===== config.mk =====
export PLATFORM = sky130hd
export DESIGN_NAME = hazard_stall_unit
export DESIGN_NICKNAME = d
export VERILOG_FILES = /design/src/rtl/hazard_stall_unit.sv
export SDC_FILE = /design/constraint.sdc
export NUM_CORES = 1
export LEC_CHECK = 0
export CAP_MARGIN = 0
export CORE_MARGIN = 2
export CORE_UTILIZATION = 30
export DETAILED_ROUTE_END_ITERATION = 10
export PLACE_DENSITY = 0.8
export SYNTH_ARGS = -nofsm -noshare
export SYNTH_HDL_FRONTEND = slang
export SYNTH_SLANG_ARGS = --single-unit

===== constraint.sdc =====
create_clock -name i_Clk -period 1.6 [get_ports i_Clk]
set_input_delay 0.32 -clock i_Clk [delete_from_list [all_inputs] [get_ports i_Clk]]
set_output_delay 0.32 -clock i_Clk [all_outputs]
set_load 0.1 [all_outputs]

===== src/rtl/hazard_stall_unit.sv =====
// hazard_stall_unit
//   ID-stage hazard detection and stall/flush controller. Detects load-use
//   hazards that the EXE forwarding path cannot cover, holds PC and IF/ID for
//   LOAD_STALL_CYCLES cycles while bubbling ID/EXE, and flushes IF/ID on a
//   taken branch. Branch always wins over load-use.
//
// Parameters
//   REG_ADDR_W        register-specifier width
//   LOAD_STALL_CYCLES bubbles inserted per load-use hazard (1..15)
//
// Ports
//   i_Clk, i_Rst       clock, synchronous active-high reset
//   i_MemRead_EXE      EXE instruction is a load
//   i_RegWr_EXE        EXE destination register
//   i_Rs_ID, i_Rt_ID   ID source registers
//   i_UsesRt_ID        ID instruction reads Rt
//   i_Branch_Taken     branch resolved taken in EXE
//   o_PC_Write         PC may update
//   o_IF_ID_Write      IF/ID may load
//   o_ID_EXE_Bubble    zero ID/EXE controls
//   o_IF_ID_Flush      squash IF/ID
//   o_Stall_Active     registered, FSM in LOAD_STALL
//   o_Stall_Cycles     (HAZARD_STATS_EN) saturating count of PC-held cycles
//   o_Flush_Count      (HAZARD_STATS_EN) saturating count of flush cycles
//
// Optional feature macro: HAZARD_STATS_EN
module hazard_stall_unit #(
  parameter int REG_ADDR_W        = 5,
  parameter int LOAD_STALL_CYCLES = 1
) (
  input  logic                  i_Clk,
  input  logic                  i_Rst,
  input  logic                  i_MemRead_EXE,
  input  logic [REG_ADDR_W-1:0] i_RegWr_EXE,
  input  logic [REG_ADDR_W-1:0] i_Rs_ID,
  input  logic [REG_ADDR_W-1:0] i_Rt_ID,
  input  logic                  i_UsesRt_ID,
  input  logic                  i_Branch_Taken,
  output logic                  o_PC_Write,
  output logic                  o_IF_ID_Write,
  output logic                  o_ID_EXE_Bubble,
  output logic                  o_IF_ID_Flush,
`ifdef HAZARD_STATS_EN
  output logic [15:0]           o_Stall_Cycles,
  output logic [15:0]           o_Flush_Count,
`endif
  output logic                  o_Stall_Active
);

  typedef enum logic {RUN, LOAD_STALL} state_t;

  state_t     r_state;
  logic [3:0] r_cnt;
  logic       w_hz;

  // Register 0 is hardwired, so a load targeting it never creates a hazard.
  assign w_hz = i_MemRead_EXE && (i_RegWr_EXE != '0) &&
                ((i_RegWr_EXE == i_Rs_ID) || (i_UsesRt_ID && (i_RegWr_EXE == i_Rt_ID)));

  always_comb begin
    o_PC_Write      = 1'b1;
    o_IF_ID_Write   = 1'b1;
    o_ID_EXE_Bubble = 1'b0;
    o_IF_ID_Flush   = 1'b0;
    if (i_Rst) begin
      // defaults already give the reset values
    end else if (i_Branch_Taken) begin
      // Branch squashes the ID instruction, so any pending stall is moot.
      o_IF_ID_Flush   = 1'b1;
      o_ID_EXE_Bubble = 1'b1;
    end else if (r_state == LOAD_STALL || w_hz) begin
      o_PC_Write      = 1'b0;
      o_IF_ID_Write   = 1'b0;
      o_ID_EXE_Bubble = 1'b1;
    end
  end

  assign o_Stall_Active = (r_state == LOAD_STALL) && !i_Rst;

  // The first held cycle is spent in RUN (combinational detect), so LOAD_STALL
  // covers the remaining LOAD_STALL_CYCLES-1 cycles.
  always_ff @(posedge i_Clk) begin
    if (i_Rst) begin
      r_state <= RUN;
      r_cnt   <= 4'd0;
    end else begin
      case (r_state)
        RUN: begin
          if (!i_Branch_Taken && w_hz && (LOAD_STALL_CYCLES > 1)) begin
            r_state <= LOAD_STALL;
            r_cnt   <= 4'(LOAD_STALL_CYCLES - 1);
          end
        end
        LOAD_STALL: begin
          if (i_Branch_Taken || r_cnt <= 4'd1) begin
            r_state <= RUN;
            r_cnt   <= 4'd0;
          end else begin
            r_cnt <= r_cnt - 4'd1;
          end
        end
        default: begin
          r_state <= RUN;
          r_cnt   <= 4'd0;
        end
      endcase
    end
  end

`ifdef HAZARD_STATS_EN
  logic [15:0] r_stall_cycles;
  logic [15:0] r_flush_count;

  always_ff @(posedge i_Clk) begin
    if (i_Rst) begin
      r_stall_cycles <= 16'd0;
      r_flush_count  <= 16'd0;
    end else begin
      if (!o_PC_Write && r_stall_cycles != 16'hFFFF)
        r_stall_cycles <= r_stall_cycles + 16'd1;
      if (o_IF_ID_Flush && r_flush_count != 16'hFFFF)
        r_flush_count <= r_flush_count + 16'd1;
    end
  end

  assign o_Stall_Cycles = r_stall_cycles;
  assign o_Flush_Count  = r_flush_count;
`endif

endmodule


[Word level (Yosys, flattened, before mapping)]
Index checks and enable logic that the tools add are counted.
Storage, ports and cells
  flip-flop bits (word level): 5
  input port bits: 20
  output and inout bits: 5
Cells by class
  $add $sub $neg: 1
  $lt $le $gt $ge: 1
  equality and inequality tests: 2
  multiplexer cells: 10
  bitwise gates (word level): 1
  reductions and logical operators: 10
Operators by type and width (number)
  equality test 5 bit: 2
  2-to-1 mux 1 bit: 9
  nonzero test 5 bit: 1
  less-or-equal comparator 4 x 1 -> 1 bit, second input constant: 1
  logical AND 1 bit: 4
  2-to-1 mux 4 bit: 1
  subtractor 4 x 1 -> 4 bit, second input constant: 1
  logical OR 1 bit: 3
  OR reduction 2 bit: 1
  zero test 1 bit: 1
  inverter 1 bit: 1

[Logic depth before layout (Yosys ltp)]
  word-level depth: 8
  depth in mapped cells: 6
  depth with buffers taken out: 6

[Least setup slack after synthesis]
OpenSTA, ideal clock, no wires.
  kind: input port to output port
  start: input i_RegWr_EXE[4]
  end: output o_ID_EXE_Bubble
  data arrival time: 3.141 ns
  required time: 1.280 ns
  setup slack: -1.861 ns
  cell stages on the path: 4
  path buffers: 0
  path through: xor2_1 > nor4_2 > a32oi_1 > o31ai_1
On the way
  longest elaborated chain between the ends: 8
Ends and longest elaborated chain
  start: declaration: RTL line 34  | input logic [REG_ADDR_W-1:0] i_RegWr_EXE,
  equality test 5 bit: RTL line 58  | ((i_RegWr_EXE == i_Rs_ID) || (i_UsesRt_ID && (i_RegWr_EXE == i_Rt_ID)));
  logical AND 1 bit: RTL line 58
  logical OR 1 bit: RTL line 58
  logical AND 1 bit *: RTL line 57  | assign w_hz = i_MemRead_EXE && (i_RegWr_EXE != '0) &&
  logical OR 1 bit *: RTL line 71  | end else if (r_state == LOAD_STALL || w_hz) begin
  2-to-1 mux 1 bit *: RTL line 71
  2-to-1 mux 1 bit *: RTL line 67  | end else if (i_Branch_Taken) begin
  2-to-1 mux 1 bit *: RTL line 65  | if (i_Rst) begin
  end: declaration: RTL line 41  | output logic o_ID_EXE_Bubble,
Mark *: on every way between the ends. The rest lies on a longest branch, timed or not.

[Final worst setup path]
  start: input i_Rt_ID[4]
  end: output o_PC_Write
On the way
  longest elaborated chain between the ends: 8
Ends and longest elaborated chain
  start: declaration: RTL line 36  | input logic [REG_ADDR_W-1:0] i_Rt_ID,
  equality test 5 bit: RTL line 58
  logical AND 1 bit: RTL line 58
  logical OR 1 bit: RTL line 58
  logical AND 1 bit: RTL line 57
  logical OR 1 bit: RTL line 71
  2-to-1 mux 1 bit: RTL line 71
  2-to-1 mux 1 bit: RTL line 67
  2-to-1 mux 1 bit: RTL line 65
  end: declaration: RTL line 39  | output logic o_PC_Write,
Every way passes these cells.

==> results.tsv <==
metric	value	unit
finalClockSkew	0.000968	ns
tritoncts	yes	
yosys_register_bits	5	
reg2reg_from	r_cnt[0]$_SDFFE_PP0P_	
final_util	68.3	%
p_per_area	473	mW/mm^2
die_x	41.2	um
synth.distinct_cells	22	
slowest_stage	o41a_4	
grt-ovfl-total	0	
min-delay-start	r_cnt[3]$_SDFFE_PP0P_	
grt_pass1_wl	1770	um
cts_buffers	3	
crit_arrival	1.66	ns
tightest_slew	0.342	ns
drt-wirelength-per-cell	11.1	um
gp_congestion	0.712	
mostFrequentLayoutCells	11 x buf_4, 7 x xor2_1, 7 x nor2_1, 7 x buf_6	
ctsHtreeMaxLevel	1	
hpwlAfterDp	1020	um
rsz0062_at_grt	yes	
dp.cells	101	
tns	-1.05	ns
fin_ws	-0.377	ns
path_class	primary input to output port	
hold_path.class	register to register	
core-area	0.00130	sq mm
whs	0.482	ns
post-route-min-period	1.98	ns
critPathCaptureType	output port	
crit_path_max_fanout	2	
syn_avg_cell_area	8.15	sq um
synth.yosys.warnings	0	
final_net_count	113	
ir_drop	0.216	mV
power_leakage	0.398	nW
stdcell_count	105	
hold_viol	0	
max_freq	506	MHz
grt_pass1_vias	480	
antennaDiodeCount	0	
max-clock-path-buffers	2	
die_h	41.2	um
cts.sinks	5	
multiInputGateArea	358	sq um
worstSetupStartpointType	primary input	
clk_latency	0.24	ns
cap_violations	0	
violations	setup timing	
n_fill_cell	119	
die_area	0.00170	sq mm
clkTransAtPathRegs	0.04	ns
via_per_inst	4.75	
critPathTopFamily	compound AO/OA/AOI/OAI gates	
yosysSeqAreaShare	24.1	%
period_share	124	%
startpoint	i_Rt_ID[4]	
io_buffers	24	
finalMaxSlewViolations	0	
route.vias.total	499	
synth_cells	51	
seqCellArea	100	sq um
drt-initial-drc-count	1	
ant_nets	0	
synth_area	415	sq um
postCtsSetupBuffers	0	
routed_wl	1170	um
root_buffer	clkbuf_4	
cp.required	1.28	ns
crit_buf_inv	2	
start_util	31.9	%
antenna_found_initial	0	
ios	25	
relSlewSlack	77.0	%
drc	0	
setup_violations	3	
status	complete, but fails checks	
crit_chain	buf_6, xor2_1, nor4_2, a32oi_1, o41a_4, buf_12	
synth_nets	73	
grt_start_max_net_pins	8	
syn_to_final_growth	114	%
row_count	13	
drive_gt1_share	44.4	%
mostFrequentLayoutCell	buf_4	
max_stage_delay	0.48	ns
globalRouteTotalUtil	16.3	%
first_pass_iters	2	
Yosys cell counts:
library cell,n,area [sq um]
a21oi_1,2,10.0
o21ai_0,3,15.0
xor2_1,9,78.8
inv_1,2,7.51
clkbuf_1,1,3.75
nand4b_1,1,8.76
nor2b_1,3,18.8
o31ai_1,2,15.0
buf_4,1,7.51
nor3_1,2,10.0
o22a_1,1,8.76
mux2_2,1,11.3
nor4_2,1,12.5
dfxtp_1,5,100
nand2_1,3,11.3
o41a_1,1,11.3
or3b_1,1,8.76
ha_1,2,25.0
xnor2_1,1,8.76
a32oi_1,1,8.76
or4_1,1,7.51
nor2_1,7,26.3
sequential cells by signal, summed over array words and instances, names as in the netlist:
| name | cells |
|---|---|
| r_cnt | 4 |
| r_state | 1 |
kinds of logic (layout without fill, tap and decap cells):
kind of cell,count (synthesis),count (layout),synth area share [%]
and+or+nand+nor,19,19,25.0
AOI/OAI and AO/OA,10,10,16.6
xor gates and xnor gates,10,10,21.1
DFF,5,5,24.1
buffers and inverters,4,43,4.52
adders and majority gates,2,2,6.02
muxes,1,1,2.71
worst register-to-register path, stage by stage, from the launching register on:
cell     delay (ns)
dfxtp_1        0.34
inv_1          0.07
ha_1           0.22
nor2_1         0.12
o31ai_1        0.11
or3b_1         0.36
a21oi_1        0.15
layer usage:
metal	track usage [%]	part of all wire, %	vias to the layer above
met5	0	0	-
met2	34.0	57	21
met1	13.3	35	224
met3	3.26	7.4	0
met4	9.68	0	0
li1	-	-	254
final cells by class:
class / count / area share (%)
repair buffers: 37 / 42.5
inverters: 2 / 0.845
clock buffers: 4 / 2.96
well taps: 15 / 2.11
multi-input cells: 42 / 40.3
flip-flops and latches: 5 / 11.3
worst paths after layout:
path,to,cells after the start,slack (ns)
setup / recovery,o_PC_Write,6,-0.38
setup reg to reg,r_cnt[3]$_SDFFE_PP0P_,6,0.16
hold reg to reg,r_cnt[3]$_SDFFE_PP0P_,2,0.48
hold / removal,r_cnt[3]$_SDFFE_PP0P_,2,0.48
per-stage QoR:
step	area, sq um	total power, mW	setup slack [ns]
finish	888	0.421	-0.377
global placement	850	0.281	-0.727
floorplan	467	0.191	-0.486
CTS	862	0.422	-0.452
detailed placement	850	0.283	-0.765
global route	888	0.442	-0.424
power by group:
group | total [mW] | switching, mW | internal [mW]
Combinational | 0.152 | 0.0715 | 0.0809
Clock | 0.143 | 0.0490 | 0.0941
Sequential | 0.125 | 0.0000000000000000691 | 0.125
Total | 0.421 | 0.121 | 0.300
repair_timing:
action	in CTS	in global routing
resized for setup	45	12
setup endpoints to repair	5	3
hold buffers	0	0
pin swaps	11	10
(Power assumes the default switching activity.)
